File: src/rtl/m_store_buffer.sv
// Posted-write store buffer: queues M-stage stores and drains them in order over mem_req/mem_ack.
// Optional build macro STORE_MERGE_EN folds a store into the tail entry when it hits the same word.
module m_store_buffer #(
    parameter int DEPTH = 4,
    parameter int CNT_W = $clog2(DEPTH) + 1
) (
    input  logic             clk,
    input  logic             reset,
    input  logic             st_valid,
    input  logic [31:0]      st_addr,
    input  logic [3:0]       st_byteen,
    input  logic [31:0]      st_wdata,
    input  logic [31:0]      st_pc,
    input  logic             ld_valid,
    input  logic [31:0]      ld_addr,
    output logic             stall,
    output logic             mem_req,
    output logic [31:0]      mem_addr,
    output logic [3:0]       mem_byteen,
    output logic [31:0]      mem_wdata,
    input  logic             mem_ack,
    output logic [CNT_W-1:0] count,
    output logic             empty
);

    localparam int PTR_W = $clog2(DEPTH);
    localparam logic [CNT_W-1:0] FULL = CNT_W'(DEPTH);

    logic [29:0]      addr_q [DEPTH];
    logic [3:0]       be_q   [DEPTH];
    logic [31:0]      wd_q   [DEPTH];
    logic [31:0]      pc_q   [DEPTH];

    logic [PTR_W-1:0] head_q, head_d;
    logic [PTR_W-1:0] tail_q, tail_d;
    logic [CNT_W-1:0] count_q, count_d;

    logic cand, full, pop, push, merge, hit;

    assign cand = st_valid && (st_byteen != 4'b0000);
    assign full = (count_q == FULL);
    assign pop  = (count_q != '0) && mem_ack;

`ifdef STORE_MERGE_EN
    logic [PTR_W-1:0] last_ptr;
    assign last_ptr = tail_q - PTR_W'(1);
    // count >= 2 guarantees the tail-most entry is never the head on the memory port
    assign merge = cand && (count_q >= CNT_W'(2)) && (addr_q[last_ptr] == st_addr[31:2]);
`else
    assign merge = 1'b0;
`endif

    assign push  = cand && !merge && (!full || pop);
    assign stall = (cand && full && !pop && !merge) || (ld_valid && !st_valid && hit);

    always_comb begin
        logic [PTR_W-1:0] offset;
        hit    = 1'b0;
        offset = '0;
        for (int i = 0; i < DEPTH; i++) begin
            offset = PTR_W'(i) - head_q;
            if ((CNT_W'(offset) < count_q) && (addr_q[i] == ld_addr[31:2]))
                hit = 1'b1;
        end
    end

    always_comb begin
        head_d  = pop  ? head_q + PTR_W'(1) : head_q;
        tail_d  = push ? tail_q + PTR_W'(1) : tail_q;
        count_d = count_q;
        case ({push, pop})
            2'b10:   count_d = count_q + CNT_W'(1);
            2'b01:   count_d = count_q - CNT_W'(1);
            default: count_d = count_q;
        endcase
    end

    always_ff @(posedge clk or negedge reset) begin
        if (!reset) begin
            head_q  <= '0;
            tail_q  <= '0;
            count_q <= '0;
        end else begin
            head_q  <= head_d;
            tail_q  <= tail_d;
            count_q <= count_d;
        end
    end

    // Entry payload carries no reset; occupancy is defined solely by head/count.
    always_ff @(posedge clk) begin
        if (push) begin
            addr_q[tail_q] <= st_addr[31:2];
            be_q[tail_q]   <= st_byteen;
            wd_q[tail_q]   <= st_wdata;
            pc_q[tail_q]   <= st_pc;
        end
`ifdef STORE_MERGE_EN
        if (merge) begin
            be_q[last_ptr] <= be_q[last_ptr] | st_byteen;
            for (int b = 0; b < 4; b++) begin
                if (st_byteen[b])
                    wd_q[last_ptr][8*b +: 8] <= st_wdata[8*b +: 8];
            end
        end
`endif
    end

    assign mem_req    = (count_q != '0);
    assign mem_addr   = {addr_q[head_q], 2'b00};
    assign mem_byteen = be_q[head_q];
    assign mem_wdata  = wd_q[head_q];
    assign count      = count_q;
    assign empty      = (count_q == '0);

    // Head PC is retained for the write log; byte-offset bits carry no meaning for a word buffer.
    logic unused_log;
    assign unused_log = ^{st_addr[1:0], ld_addr[1:0], pc_q[head_q]};

endmodule

File: config.mk
export PLATFORM = sky130hd
export DESIGN_NAME = m_store_buffer
export DESIGN_NICKNAME = d
export VERILOG_FILES = /design/src/rtl/m_store_buffer.sv
export SDC_FILE = /design/constraint.sdc
export NUM_CORES = 1
export LEC_CHECK = 0
export CORE_MARGIN = 1
export CORE_UTILIZATION = 52
export DETAILED_ROUTE_END_ITERATION = 7
export PLACE_DENSITY = 0.79
export SYNTH_ARGS = -nofsm -noshare
export SYNTH_HDL_FRONTEND = slang
export SYNTH_SLANG_ARGS = --single-unit
export TNS_END_PERCENT = 50
File: constraint.sdc
create_clock -name clk -period 3.15 [get_ports clk]
set_input_delay 0.945 -clock clk [delete_from_list [all_inputs] [get_ports clk]]
set_output_delay 0.945 -clock clk [all_outputs]
set_load 0.01 [all_outputs]
# After elaboration in Yosys (flattened, before gate mapping)
# Memories as Yosys holds them, arrays and structs flattened.
# Index checks and enable logic that the tools add are counted.
# Widths: inputs -> output; s select.
[word_totals]
mem_bits_rw = 264
n_memories = 3
elab_cells = 52
input_bits = 137
register_bits = 7
[memory_table]
columns = ["memory", "words", "width", "rd", "rd_ports_with_merged_regs", "write_ports", "line_no", "source"]
rows = [
  ["wd_q", 4, 32, 1, 0, 1, "31", "logic [31:0] wd_q [DEPTH];"],
  ["addr_q", 4, 30, 5, 0, 1, "29", "logic [29:0] addr_q [DEPTH];"],
  ["be_q", 4, 4, 1, 0, 1, "30", "logic [3:0] be_q [DEPTH];"],
]
[op_classes]
reduce_logical = 20
add_sub_neg = 8
muxes = 7
eq_ne = 7
magnitude_cmp = 4
[op_table]
columns = ["cell", "n"]
rows = [
  ["$eq 30x30->1", 4],
  ["$lt 2x3->1", 4],
  ["$logic_and 1x1->1", 11],
  ["$mux 1", 6],
  ["$pmux 3 s2", 1],
  ["$add 2x1->2 const B", 2],
  ["$reduce_bool 4->1", 1],
  ["$sub 1x2->2 const A", 2],
  ["$sub 2x2->2 const A", 2],
  ["$add 3x1->3 const B", 1],
  ["$eq 3x3->1 const B", 1],
  ["$logic_not 1->1", 3],
  ["$logic_not 3->1", 1],
  ["$reduce_bool 3->1", 1],
  ["$sub 3x1->3 const B", 1],
  ["$eq 2x1->1 const B", 1],
  ["$eq 2x2->1 const B", 1],
  ["$logic_or 1x1->1", 2],
  ["$reduce_bool 2->1", 1],
]

# Logic depth before layout (Yosys ltp)
# Gate-level depths: netlist of run 1.
[depth]
ltp_word = 9
ltp_mapped = 11
mapped_depth_nobuf = 10

# Least setup slack after synthesis of run 1
# Ideal clock, no wire load.
[synth_path]
path_type = "input to register"
startpoint = "input mem_ack"
endpoint = "memory addr_q[0][0], enable pin"
path_buffers = 1
setup_time_ns = 0.431
required_time_ns = 2.719
cell_stages = 4
path_slack_ns = -0.171
arrival_time_ns = 2.890
cell_sequence = "or4_1 -> nor2b_1 -> buf_6 -> and2_1"
[synth_between]
elab_chain_len = 5
[synth_lines]
columns = ["item", "line_no", "source"]
rows = [
  ["from (decl)", "21", "input logic mem_ack,"],
  ["$logic_and 1x1->1", "42", "assign pop = (count_q != '0) && mem_ack;"],
  ["$logic_or 1x1->1", "53", "assign push = cand && !merge && (!full || pop);"],
  ["$logic_and 1x1->1", "53", ""],
  ["$mux 1", "92", "if (push) begin"],
  ["$mux 1", "n/a", ""],
  ["to (decl)", "29", ""],
]
# Every way passes these cells.

# Worst setup path after layout of run 1
[layout_path]
startpoint = "input ld_addr[31]"
endpoint = "output stall"
[layout_between]
elab_chain_len = 8
[layout_lines]
columns = ["item", "line_no", "source"]
rows = [
  ["from (decl)", "15", "input logic [31:0] ld_addr,"],
  ["$eq 30x30->1", "62", "if ((CNT_W'(offset) < count_q) && (addr_q[i] == ld_addr[31:2]))"],
  ["$logic_and 1x1->1", "62", ""],
  ["$mux 1 (3 in a row)", "62", ""],
  ["$mux 1 (*)", "62", ""],
  ["$logic_and 1x1->1 (*)", "54", "assign stall = (cand && full && !pop && !merge) || (ld_valid && !st_valid && hit);"],
  ["$logic_or 1x1->1 (*)", "54", ""],
  ["to (decl)", "16", "output logic stall,"],
]
# Every way passes the cells marked *; elsewhere a longest branch is shown, timed or not.

==> results of run 1 <==
[power breakdown]
part	internal [uW]	leakage (uW)	switching, uW
clock network	1840	0.000422	1290
registers	4710	0.00250	279
logic	2410	0.00240	2380
[layer usage]
layer	up-vias	wire length, um	track usage
li1	2815	-	-
met2	318	13010	0.3926
met3	77	2660	0.06909
met5	-	27	0
met4	4	1150	0.09444
met1	3231	9988	0.3073
[cell families after synthesis]
group | after synthesis
adder cells (fa/ha/maj) | 10
other | 1
multiplexers | 66
flip-flops | 271
AO/OA/AOI/OAI | 15
buffers and inverters | 32
AND/OR/NAND/NOR | 54
XOR/XNOR | 127
[stage by stage]
stage | cells | hold slack, ns | util | TNS, ns | setup WS (ns)
floorplan | 577 | 0.5404 | - | -22.60 | -0.1712
global placement | 1065 | 0.5613 | 0.6576 | -1.208 | -1.201
detailed placement | 1065 | 0.5733 | 0.6576 | -1.418 | -1.294
CTS | 1118 | 0.5860 | 0.7096 | -1.163 | -0.3169
global route | 1128 | 0.6214 | 0.7119 | -0.3907 | -0.3907
finish | 1129 | 0.5874 | 0.7120 | -0.3639 | -0.3639
[cell type report]
| type | instances | area (um2) |
|---|---|---|
| Fill cell | 1312 | 6130 |
| Inverter | 12 | 45.04 |
| Tap cell | 275 | 344.1 |
| Antenna cell | 1 | 2.502 |
| Timing Repair Buffer | 245 | 2310 |
| Sequential cell | 271 | 8108 |
| Clock inverter | 12 | 102.6 |
| Clock buffer | 39 | 763.2 |
| Multi-Input combinational cell | 274 | 3482 |
[sequential cells by signal (all words and copies together), names as in the netlist]
| signal | cells |
|---|---|
| addr_q | 120 |
| be_q | 16 |
| count | 3 |
| head_q | 2 |
| tail_q | 2 |
| wd_q | 128 |
[final timing paths]
kind | startpoint | end | cells past startpoint
worst max-delay path | ld_addr[31] | stall | 9
worst min-delay path | count[0]$_DFFE_PN0P_ | count[0]$_DFFE_PN0P_ | 2
worst max register to register | count[2]$_DFFE_PN0P_ | count[2]$_DFFE_PN0P_ | 10
worst min register to register | count[0]$_DFFE_PN0P_ | count[0]$_DFFE_PN0P_ | 2
max in group asynchronous | reset | head_q[0]$_DFFE_PN0P_ | 1
min in group asynchronous | reset | head_q[0]$_DFFE_PN0P_ | 1
[what timing repair did]
| item | CTS | global route |
|---|---|---|
| pin swaps | 22 | 15 |
| cloned | 2 | 2 |
| endpoints found under the setup margin | 67 | 53 |
| buffers inserted | 1 | 8 |
| gates resized for setup | 214 | 117 |
[cell usage in the layout (no fill, tap or decap), types with 3 or more instances in the layout]
cell	netlist	routed
nor4_4	0	3
dfrtp_1	7	5
buf_6	1	8
dlygate4sd2_1	0	15
nand3_1	4	4
a21oi_1	7	7
edfxtp_1	264	264
inv_1	8	8
clkdlybuf4s15_1	0	7
xor2_2	0	15
clkdlybuf4s15_2	0	7
buf_12	0	15
clkbuf_2	0	49
ha_1	9	9
nand4_1	14	14
nor4_2	5	9
clkbuf_1	7	10
buf_2	10	14
buf_4	2	44
xor2_1	83	67
and2_4	0	4
inv_2	4	4
nor4_1	14	7
xnor2_1	43	40
nand2_1	3	3
clkinv_1	0	6
clkbuf_16	0	31
dlymetal6s2s_1	0	6
buf_16	0	5
mux4_2	66	66
clkinv_2	0	4
clkdlybuf4s50_1	0	73
xnor2_2	1	4
[worst max-delay path, stage by stage]
cell,delay [ns]
buf_12,0.11
xor2_4,0.19
nor4_4,0.33
buf_4,0.16
nand4_1,0.14
a211oi_2,0.25
a41oi_2,0.15
nand3_1,0.14
buf_2,0.15
==> impl_results.md, run 1 <==
- Status: finished, violations left
- Failing checks: setup timing
- CTS H-tree lvls: 1
- Leak pwr: between 0.005 and 0.006 uW
- Total die area: about 23000 um2
- Max VDD drop: 596.1 uV
- Clock buffer depth: 3
- Skew-Pair Late Insertion Delay: approximately 0.54 ns
- Design Area, Final: 15160 um2
- Area growth from synthesis to layout: 32.44%
- Synthesized flop and latch total: 271
- Main synth FF type: edfxtp_1
- Pre-antenna DRT Iters: 5
- Post-synth EDFFs: 264
- WS Path Type: in -> out
- DR vias/cell: 5.709
- Synth async-reset ratio: 0.02583
- Worst path required time: 2.20 ns
- Fraction of synthesized area in multiplexers: 0.1299
- Unrepaired setup endpoints after global routing: true
- Final-stage net count: 979
- Starting Density: 0.5376
- Row count: 53
- Sequential fraction of the synthesis area: 0.7080
- Largest family of logic cells by synthesized area: multiplexers
- Fmax: 284.6 MHz
- Tmin final: between 3 and 4 ns
- Layout Skew: approximately 0.0098 ns
- Worst Tran Pin Value: 0.5445 ns
- DRC: 0
- Hold Crit Class: reg -> reg
- Die Height: around 150 um
- Placed inst area: 14000 um2
- Routed len/inst: 23.77 um
- DP HPWL: 17480 um
- Total Wirelength: 26840 um
- Buffers on Ports: 172
- Final period util: 1.116
- Mapped Avg Cell Area: 19.87 um2
- CP Launch Type: primary input
- R2R setup slack: 0.78 ns
- GRT Total Usage: 0.2412
- Clk sink count: 271
- Yosys top cell area share: 0.6927
- Post-route ant nets: 0
- Clock slew at reported path FFs: 0.06 ns
- Global-route wire length before repair: slightly below 40000 um
- Synth Area in Compound Gates: 0.009074
- DR vias: ~6400
- CTS tree: yes
- Number of buffers created by CTS: 28
- Mapped Cells: 576
- Layout cells sized above 1: 0.3458
- Die Wd: 150.4 um
- Max Fanout on Critical Path: 2
- Synth warnings: 0
- Endpoints failing hold: 0
- Grt total ovfl: 0
- Initial DRC count: 353
- Max cap viols: 0
- WP data arrival: around 2.6 ns
- Overall Power: 12920 uW
- Largest area contributor in the netlist: edfxtp_1
- Largest net degree at the start of global routing: 54
- Post-Synth XOR/XNOR Area: 0.09785
- Vias in the first global route: around 6800
- I/O pin cnt: between 200 and 250
- Core box area: 21290 um2
- Post-Syn Area: around 11000 um2
- Power per cell area: between 800 and 900 nW/um2
- Number of antenna violations at the first check in global routing: 3
- Top cells by count, synth: edfxtp_1, xor2_1, mux4_2
- Slew Viols, Final: 0
- Worst Slack Setup Final: -0.3639 ns
- Count of cell types in the netlist: 35
- Simple-gate portion of the synthesized area: 0.03039
- Root buffer cell: clkbuf_16
- Top area cells in the synthesized netlist: edfxtp_1, mux4_2, xor2_1
- Final GP Congestion: 0.9193
- Hold Buf Count CTS: 0
- Final setup violation count: 1
- Most frequent cell after synthesis: edfxtp_1
- Adder-Cell Fraction of Synth Area: 0.01159
- Slew headroom: 0.6370
- Crit. End Element: output pin
Power figures use the tool's default switching activity.
==> run 2, diff against run 1 <==
--- a/config.mk
+++ b/config.mk
@@ -9,6 +9,7 @@
 export CORE_UTILIZATION = 52
 export DETAILED_ROUTE_END_ITERATION = 7
 export PLACE_DENSITY = 0.79
+export SKIP_LAST_GASP = 1
 export SYNTH_ARGS = -nofsm -noshare
 export SYNTH_HDL_FRONTEND = slang
 export SYNTH_SLANG_ARGS = --single-unit
==> impl_results.md, run 2 (synthesis results as in run 1) <==
- Endpoints failing hold: 0 (unchanged)
- Final-stage net count: 976 (-0.31%)
- Worst Tran Pin Value: 0.5472 ns (+0.002752 ns)
- Clock buffer depth: 3 (unchanged)
- Area of the multi-input gates: 3493 um2 (+0.32%)
- Post-route ant nets: 0 (unchanged)
- Number of antenna violations at the first check in global routing: 3 (unchanged)
- Die Height: 150.4 um (unchanged)
- Grt total ovfl: 0 (unchanged)
- R2r startpoint: count[2]$_DFFE_PN0P_
- Core box area: 21290 um2 (unchanged)
- Area growth from synthesis to layout: 34.48%
- Min-Delay Endpoint: count[0]$_DFFE_PN0P_
- Die Wd: 150.4 um (unchanged)
- Max VDD drop: 624.7 uV (+4.8%)
- Tmin final: 3.508 ns (-0.005804 ns)
- FF-to-FF path depth: 10 (unchanged)
- Total die area: 22610 um2 (unchanged)
- Hold Crit Class: reg -> reg
- Reg2Reg Capture Point: count[2]$_DFFE_PN0P_
- Slew headroom: 0.6352 (-0.001835)
- Worst path required time: 2.20 ns (about the same)
- Final period util: 1.114 (-0.001843)
- Setup_tns: -4.612 ns (-4.248 ns)
- Power per cell area: 855.1 nW/um2 (+0.32%)
- Logic pwr share: 0.382 (+0.011)
- Failing checks: setup timing
- Sw Share: 0.2987 (-0.007523)
- Leak pwr: 0.005525 uW (+3.8%)
- Cells after DPL: 1065 (unchanged)
- Clk pwr share: 0.238 (-0.004)
- Reg with most FFs: wd_q
- Clk sink count: 271 (unchanged)
- Clock slew at reported path FFs: 0.06 ns (about the same)
- Initial DRC count: 391 (+11%)
- Starting Density: 0.5376 (unchanged)
- Row count: 53 (unchanged)
- Buffers on Ports: 172 (unchanged)
- Slew Viols, Final: 0 (unchanged)
- Fmax: 285.1 MHz (+0.17%)
- Slowest stage delay, CP: 0.33 ns (about the same)
- FILL cells: 1281 (-2.4%)
- CTS tree: yes
- Largest net degree at the start of global routing: 54 (unchanged)
- Post-Layout Cell Count: 1126 (-0.27%)
- Final setup violation count: 38 (+37)
- Routed len/inst: 24.07 um (+1.3%)
- Skew-Pair Late Insertion Delay: 0.54 ns (about the same)
- Int Power: 9230 uW (+3.0%)
- Largest register FFs: 128 (unchanged)
- WP data arrival: 2.56 ns (about the same)
- WS Path Type: in -> out
- CTS H-tree lvls: 1 (unchanged)
- Layout cells sized above 1: 0.2894 (-0.05643)
- DRC: 0 (unchanged)
- Worst Hold Launch: count[0]$_DFFE_PN0P_
- Final GP Congestion: 0.9193 (unchanged)
- Number of buffers created by CTS: 28 (unchanged)
- I/O pin cnt: 211 (unchanged)
- R2R setup slack: 0.79 ns (about the same)
- CP Launch Type: primary input
- FF+latch area: 8108 um2 (unchanged)
- Overall Power: 13160 uW (+1.9%)
- DR vias: 6436 (-0.14%)
- Crit-path cells: buf_12, xor2_4, nor4_4, buf_4, nand4_1, a211oi_2, a41oi_2, nand3_1, buf_2
- Max cap viols: 0 (unchanged)
- Global-route wire length before repair: 39580 um (+0.31%)
- DR vias/cell: 5.716 (+0.13%)
- Hold depth: 2 (unchanged)
- Vias in the first global route: 6878 (+0.50%)
- Util after Layout: 0.7230 (+0.01099)
- Status: finished, violations left
- Top Registers: wd_q: 128 flops, addr_q: 120 flops, be_q: 16 flops
- Layout Skew: 0.009180 ns (-0.0006284 ns)
- DP HPWL: 17480 um (unchanged)
- Unrepaired setup endpoints after global routing: true
- Crit. End Element: output pin
- Commonest non-fill, non-tap cells in the layout: edfxtp_1, clkdlybuf4s50_1, xor2_1, mux4_2, buf_4
- Commonest non-fill, non-tap cell in the layout: edfxtp_1
- Root buffer cell: clkbuf_16
- Net switching power figure: 3930 uW (-0.63%)
- Pre-antenna DRT Iters: 4 (-1)
- Total Wirelength: 27110 um (+0.99%)
- GRT Total Usage: 0.2420 (+0.0008155)
- Slowest CP cell: nor4_4
- Sequential power share: 0.380 (-0.006)
- Hold Buf Count CTS: 0 (unchanged)
- Pre-CTS WS: -1.294 ns (unchanged)
- Max Fanout on Critical Path: 2 (unchanged)
- Worst Slack Setup Final: -0.3581 ns (+0.005804 ns)
## run 2: final cells by class
type	instances	share of cell area
Sequential cell	271	0.5268
Inverter	12	0.002927
Tap cell	275	0.02236
Antenna cell	1	0.0001626
Clock inverter	12	0.006666
Clock buffer	39	0.04959
Multi-Input combinational cell	274	0.2270
Timing Repair Buffer	242	0.1645
## run 2: metal layers
metal	track usage	routed length, um	vias to the layer above
met5	0	25	-
met4	0.1015	910	4
met3	0.06788	2572	60
met2	0.3933	13460	321
met1	0.3070	10140	3249
li1	-	-	2802
## run 2: worst max-delay path: cells and delay by family
family	cells	cell delay (ns)
AO/OA/AOI/OAI	2	0.40
XOR/XNOR	1	0.19
buffers and inverters	3	0.42
AND/OR/NAND/NOR	3	0.61
## run 2: repair_timing
| action | 4_1_cts | 5_1_grt |
|---|---|---|
| setup buffers | 1 | 4 |
| setup endpoints to repair | 67 | 60 |
| resized for setup | 145 | 66 |
| pin swaps | 22 | 15 |
| cloned | 2 | 3 |
| hold endpoints to repair | 0 | 0 |
## run 2: per-stage QoR
| stage | area [um2] | hold slack (ns) |
|---|---|---|
| after floorplan | 11450 | 0.5404 |
| after global placement | 14000 | 0.5613 |
| after detailed placement | 14000 | 0.5733 |
| after CTS | 15140 | 0.5860 |
| after global routing | 15390 | 0.6214 |
| final | 15390 | 0.5880 |
## run 2: worst max-delay path by stage
stage           startpoint                endpoint  slack (ns)  cells after the start
3_5_place_dp   ld_addr[29]                   stall       -1.29                      9
5_1_grt        ld_addr[14]                   stall       -0.39                      8
4_1_cts        ld_addr[31]                   stall       -0.32                      9
3_3_place_gp   ld_addr[29]                   stall       -1.20                      9
6_report       ld_addr[31]                   stall       -0.36                      9
2_1_floorplan      mem_ack  addr_q[1][0]$_DFFE_PP_       -0.17                      4
## run 2: power groups by stage
stage               Sequential (uW)  Combinational, uW  Clock (uW)
finish                         5000               5030        3140
global route                   5050               5330        3300
CTS                            4990               4940        3170
detailed placement             5040               4720           0
global placement               4990               4710           0
floorplan                      4990               2440           0
